## src/rtl/mmio_pkg.sv

```systemverilog
// Shared definitions for the MMIO bus arbiter.
// FSM encoding, master ids and the MMIO address map.
package mmio_pkg;

    typedef enum logic [1:0] {
        ST_IDLE = 2'd0,
        ST_ADDR = 2'd1,
        ST_DATA = 2'd2
    } arb_state_t;

    localparam logic M0 = 1'b0;
    localparam logic M1 = 1'b1;

    localparam logic [31:0] GPIO_ADDR = 32'h8000_0000;

endpackage

```

## src/rtl/mmio_bus_arbiter_rr_arb2.sv

```systemverilog
// Combinational 2-way round-robin picker.
// On contention the master that did not win last time is chosen.
module rr_arb2
    import mmio_pkg::*;
(
    input  logic [1:0] req,
    input  logic       last_id,
    input  logic [1:0] mask,
    output logic [1:0] gnt,
    output logic       gnt_id
);

    logic [1:0] elig;

    // pick the winner among the eligible requesters
    always_comb begin
        elig   = req & mask;
        gnt    = 2'b00;
        gnt_id = M0;
        if (elig == 2'b11) begin
            gnt_id = ~last_id;
        end else if (elig[1]) begin
            gnt_id = M1;
        end else begin
            gnt_id = M0;
        end
        if (elig != 2'b00) begin
            gnt = (gnt_id == M1) ? 2'b10 : 2'b01;
        end
    end

endmodule

```

## src/rtl/mmio_bus_arbiter.sv

```systemverilog
// Two-master MMIO bus arbiter: IDLE -> ADDR -> DATA per transaction.
// Optional bus locking is built when MMIO_ARB_LOCK_EN is defined.
module mmio_bus_arbiter
    import mmio_pkg::*;
#(
    parameter int AW = 32,
    parameter int DW = 32
) (
    input  logic          CLK,
    input  logic          reset,
    input  logic          m0_req,
    input  logic          m0_we,
    input  logic [AW-1:0] m0_addr,
    input  logic [DW-1:0] m0_wdata,
    input  logic          m0_lock,
    output logic          m0_gnt,
    output logic          m0_rvalid,
    output logic [DW-1:0] m0_rdata,
    input  logic          m1_req,
    input  logic          m1_we,
    input  logic [AW-1:0] m1_addr,
    input  logic [DW-1:0] m1_wdata,
    input  logic          m1_lock,
    output logic          m1_gnt,
    output logic          m1_rvalid,
    output logic [DW-1:0] m1_rdata,
    output logic          s_we,
    output logic [AW-1:0] s_addr,
    output logic [DW-1:0] s_wdata,
    input  logic [DW-1:0] s_rdata
);

    arb_state_t    state_q;
    arb_state_t    state_d;
    logic          last_id_q;
    logic          lat_we_q;
    logic          lat_id_q;
    logic [AW-1:0] lat_addr_q;
    logic [DW-1:0] lat_wdata_q;
    logic [1:0]    arb_mask;
    logic [1:0]    arb_gnt;
    logic          arb_id;
    logic          accept;

`ifdef MMIO_ARB_LOCK_EN
    logic lock_held_q;
    logic lock_owner_q;

    // while locked only the owner may compete
    always_comb begin
        arb_mask = 2'b11;
        if (lock_held_q) begin
            arb_mask = (lock_owner_q == M1) ? 2'b10 : 2'b01;
        end
    end

    // lock follows the lock bit of each accepted request
    always_ff @(posedge CLK) begin
        if (reset) begin
            lock_held_q  <= 1'b0;
            lock_owner_q <= M0;
        end else if (accept) begin
            lock_held_q  <= arb_id ? m1_lock : m0_lock;
            lock_owner_q <= arb_id;
        end
    end
`else
    logic unused_lock;
    assign unused_lock = m0_lock ^ m1_lock;
    assign arb_mask    = 2'b11;
`endif

    rr_arb2 u_arb (
        .req     ({m1_req, m0_req}),
        .last_id (last_id_q),
        .mask    (arb_mask),
        .gnt     (arb_gnt),
        .gnt_id  (arb_id)
    );

    assign accept = !reset && (state_q == ST_IDLE) && (arb_gnt != 2'b00);

    // state, round-robin history and latched winner request
    always_ff @(posedge CLK) begin
        if (reset) begin
            state_q     <= ST_IDLE;
            last_id_q   <= M1;
            lat_we_q    <= 1'b0;
            lat_id_q    <= M0;
            lat_addr_q  <= '0;
            lat_wdata_q <= '0;
        end else begin
            state_q <= state_d;
            if (accept) begin
                last_id_q   <= arb_id;
                lat_id_q    <= arb_id;
                lat_we_q    <= arb_id ? m1_we : m0_we;
                lat_addr_q  <= arb_id ? m1_addr : m0_addr;
                lat_wdata_q <= arb_id ? m1_wdata : m0_wdata;
            end
        end
    end

    // next state and bus outputs; everything quiet during reset
    always_comb begin
        state_d   = state_q;
        m0_gnt    = 1'b0;
        m1_gnt    = 1'b0;
        m0_rvalid = 1'b0;
        m1_rvalid = 1'b0;
        m0_rdata  = '0;
        m1_rdata  = '0;
        s_we      = 1'b0;
        s_addr    = '0;
        s_wdata   = '0;
        unique case (state_q)
            ST_IDLE: begin
                if (accept) begin
                    state_d = ST_ADDR;
                    m0_gnt  = arb_gnt[0];
                    m1_gnt  = arb_gnt[1];
                end
            end
            ST_ADDR: begin
                state_d = ST_DATA;
                if (!reset) begin
                    s_we    = lat_we_q;
                    s_addr  = lat_addr_q;
                    s_wdata = lat_wdata_q;
                end
            end
            ST_DATA: begin
                state_d = ST_IDLE;
                if (!reset) begin
                    if (lat_id_q == M1) begin
                        m1_rvalid = 1'b1;
                        m1_rdata  = s_rdata;
                    end else begin
                        m0_rvalid = 1'b1;
                        m0_rdata  = s_rdata;
                    end
                end
            end
            default: state_d = ST_IDLE;
        endcase
    end

endmodule

```

## config.mk

```make
export PLATFORM = sky130hd
export DESIGN_NAME = mmio_bus_arbiter
export DESIGN_NICKNAME = d
export VERILOG_FILES = /design/src/rtl/mmio_pkg.sv /design/src/rtl/mmio_bus_arbiter_rr_arb2.sv /design/src/rtl/mmio_bus_arbiter.sv
export SDC_FILE = /design/constraint.sdc
export NUM_CORES = 1
export LEC_CHECK = 0
export CORE_AREA = 5 5 114 116
export CTS_BUF_LIST = sky130_fd_sc_hd__clkbuf_16
export DETAILED_ROUTE_END_ITERATION = 10
export DIE_AREA = 0 0 119 121
export PLACE_DENSITY = 0.83
export SYNTH_ARGS = -nofsm -noshare
export SYNTH_HDL_FRONTEND = slang
export SYNTH_HIERARCHICAL = 1
export SYNTH_SLANG_ARGS = --single-unit
```

## constraint.sdc

```tcl
create_clock -name CLK -period 4.4 [get_ports CLK]
set_input_delay 0.44 -clock CLK [delete_from_list [all_inputs] [get_ports CLK]]
set_output_delay 0.44 -clock CLK [all_outputs]
set_load 0.01 [all_outputs]
```

==> flow_metrics.env <==
export IMPL_slew_at_the_pin_closest_to_its_max_slew_limit_ns=1.14
export IMPL_worstPathMaxFanout=33
export IMPL_hpwl_mm=12.7
export IMPL_setup_viol_count_final=0
export IMPL_crit_family="simple AND/OR/NAND/NOR gates"
export IMPL_ff2ff_setup_slack_ns=1.73
export IMPL_async_flop_share=0
export IMPL_yosys_most_used_dff="dfxtp_1"
export IMPL_routed_via_density=5.06
export IMPL_timing_critical_path_slowest_cell_delay_ns=1.00
export IMPL_worstHoldStart="lat_addr_q[22]$_SDFFE_PP0P_"
export IMPL_grt_first_pass_wirelength_mm=24.5
export IMPL_route_final_wire_length_mm=16.0
export IMPL_slew_viol_final=0
export IMPL_drt_pass1_iterations=4
export IMPL_globalRoute_totalOverflow=0
export IMPL_mean_routed_wirelength_per_cell_um=18.1
export IMPL_core_area_sq_um=11800
export IMPL_max_cap_violations=0
export IMPL_cts_hold_buffers_added=0
export IMPL_finalPower_mw=1.71
export IMPL_final_cell_mix="clkdlybuf4s50_1, and2_1, dfxtp_1"
export IMPL_reg2reg_path_depth=5
export IMPL_critical_path_class="primary input to primary output"
export IMPL_tritoncts_num_buffers=9
export IMPL_cellLeakagePower_nw=2.60
export IMPL_first_global_vias=4683
export IMPL_crit_reg2reg_capture="lat_wdata_q[2]$_SDFFE_PP0P_"
export IMPL_outcome="finished clean"
export IMPL_power_density_nw_per_um2=234
export IMPL_timing_hold_worst_path_depth=2
export IMPL_whs_endpoint="lat_addr_q[22]$_SDFFE_PP0P_"
export IMPL_worstSetupEndpointType="primary output"
export IMPL_required_ns=3.96
export IMPL_timing_hold_ws_ns=0.517
export IMPL_overall_global_routing_resource_usage=0.213
export IMPL_cts_sinks=69
export IMPL_layout_commonest_cell="clkdlybuf4s50_1"
export IMPL_cts_resized=0
export IMPL_placement_io_buffers=298
export IMPL_design_die_area_sq_um=14400
export IMPL_worst_slew_margin_rel=0.234
export IMPL_cp_num_buf_inv=2
export IMPL_timing_critical_path_from_type="primary input"
export IMPL_synth_avg_cell_area_sq_um=8.81
export IMPL_clkSlewWorstSetupHoldPaths_ns=0.06
export IMPL_finalCriticalPeriod_ns=3.00
export IMPL_critical_path_reg2reg_startpoint="state_q[1]$_SDFFE_PP0P_"
export IMPL_clock_insertion_delay_worst_skew_ns=0.32
export IMPL_seq_area_frac_synth=0.340
export IMPL_floorplan_rows=40
export IMPL_synth_edf_count=0
export IMPL_drt_antenna_violating_nets=0
export IMPL_clk_path_buf_depth=2
export IMPL_antenna_found_initial=5
export IMPL_netlist_cell_type_count=26
export IMPL_vdd_drop_max_uv=194
export IMPL_final_layout_size_suffix_gt1_frac=0.0356
export IMPL_ys_ff_latch=69
export IMPL_dr_first_iter_drc_count=155
export IMPL_critPathArrivalTime_ns=2.56
export IMPL_yosys_warnings=6
export IMPL_top_level_ports=301
export IMPL_cts_post_setup_buffers_inserted=0
export IMPL_floorplan_die_height_um=121
export IMPL_timing_setup_tns_ns=0
export IMPL_cts_htree_levels=3
export IMPL_post_synth_instance_area_sq_um=4060
export IMPL_initial_utilization=0.344
export IMPL_rsz_0062_raised_after_global_routing="false"
export IMPL_timing_final_crit_share=0.681
export IMPL_slowest_stage="nor4b_4"
export IMPL_worst_clock_skew_ns=0.00833
export IMPL_width_of_the_die_um=119
export IMPL_syn_to_final_growth_pct=79.7
export IMPL_n_fill_cell=1013
export IMPL_timing_fmax_ghz=0.334
export IMPL_crit_path_cell_trace="buf_2 -> nor4b_4 -> and2_1 -> clkdlybuf4s50_1"
export IMPL_tritoncts_clock_tree="yes"
export IMPL_drcViolationCount=0
export IMPL_root_buffer="clkbuf_16"
export IMPL_netlist_instances=461
export IMPL_timing_final_hold_violations=0
export IMPL_dr_total_vias=4471
export IMPL_min_path_type="flip-flop to flip-flop"
export IMPL_gp_weighted_congestion=0.856
export IMPL_grt_start_max_net_pins=70
export IMPL_finish_net_count=897
==> registers in the layout (all words and copies together) (netlist names) <==
| register | flops |
|---|---|
| state_q | 2 |
| last_id_q | 1 |
| lat_wdata_q | 32 |
| lat_addr_q | 32 |
| lat_we_q | 1 |
| lat_id_q | 1 |
==> report_power, final <==
| part | leakage, nW | switching, mW | internal, mW |
|---|---|---|---|
| combinational | 1.91 | 0.173 | 0.230 |
| clock | 0.122 | 0.238 | 0.366 |
| sequential | 0.566 | 0.0249 | 0.675 |
==> worst register-to-register path: stages, from the launching register on <==
cell and delay, ns:
dfxtp_1 0.37, nor3_4 0.19, buf_4 0.60, nand2_1 0.21
inv_2 0.85, a211oi_1 0.26
==> cells by family after synthesis <==
family / after synthesis / share of synthesized area
compound gates: 135 / 0.210
buf+inv: 52 / 0.0681
flops: 69 / 0.340
mux: 65 / 0.160
other cells: 1 / 0.000923
simple gates: 139 / 0.221
==> cells in the mapped netlist, types with 3 or more instances <==
| master | n | area (sq um) |
|---|---|---|
| buf_4 | 4 | 30.0 |
| clkbuf_4 | 3 | 22.5 |
| and2_1 | 131 | 820 |
| buf_2 | 15 | 75.1 |
| a211oi_1 | 65 | 488 |
| dfxtp_1 | 69 | 1380 |
| buf_6 | 4 | 45.0 |
| mux2i_1 | 65 | 651 |
| a21oi_1 | 65 | 325 |
| clkbuf_2 | 5 | 25.0 |
| clkbuf_1 | 18 | 67.6 |
==> how the worst max path moves through the flow <==
stage	start	endpoint	slack, ns	cells after the start
finish	reset	m0_rdata[31]	1.40	4
global route	state_q[1]$_SDFFE_PP0P_	m0_rdata[31]	1.12	3
CTS	state_q[1]$_SDFFE_PP0P_	m0_rdata[31]	1.37	3
detailed placement	m1_req	lat_wdata_q[2]$_SDFFE_PP0P_	1.14	7
global placement	m1_req	lat_wdata_q[8]$_SDFFE_PP0P_	1.28	7
floorplan	reset	m0_rdata[18]	2.60	4
==> per-stage QoR <==
step / area, sq um / worst slack, ns / utilization / std cells
4_1_cts: 7290 / 1.37 / 0.617 / 878
6_report: 7300 / 1.40 / 0.618 / 883
3_3_place_gp: 7040 / 1.28 / 0.596 / 865
3_5_place_dp: 7040 / 1.14 / 0.596 / 865
2_1_floorplan: 4070 / 2.60 / - / 464
5_1_grt: 7300 / 1.12 / 0.618 / 883
==> metal layers <==
metal	part of all wire	track usage	vias up	routed length, um
li1	-	-	2166	-
met1	0.36	0.210	2066	5750
met2	0.53	0.398	203	8450
met3	0.067	0.0667	36	1070
met4	0.044	0.112	0	699
met5	0	0	-	0
==> cell type report <==
class | count | area, sq um | share of cell area
sequential | 69 | 1380 | 0.189
inverter | 2 | 7.51 | 0.00103
multi-input combinational | 343 | 2440 | 0.335
tap | 147 | 184 | 0.0252
clock inverter | 4 | 20.0 | 0.00274
clock buffer | 9 | 225 | 0.0309
timing repair buffer | 304 | 3020 | 0.414
antenna | 5 | 12.5 | 0.00171
No activity file was read; power rests on OpenSTA's default activity.
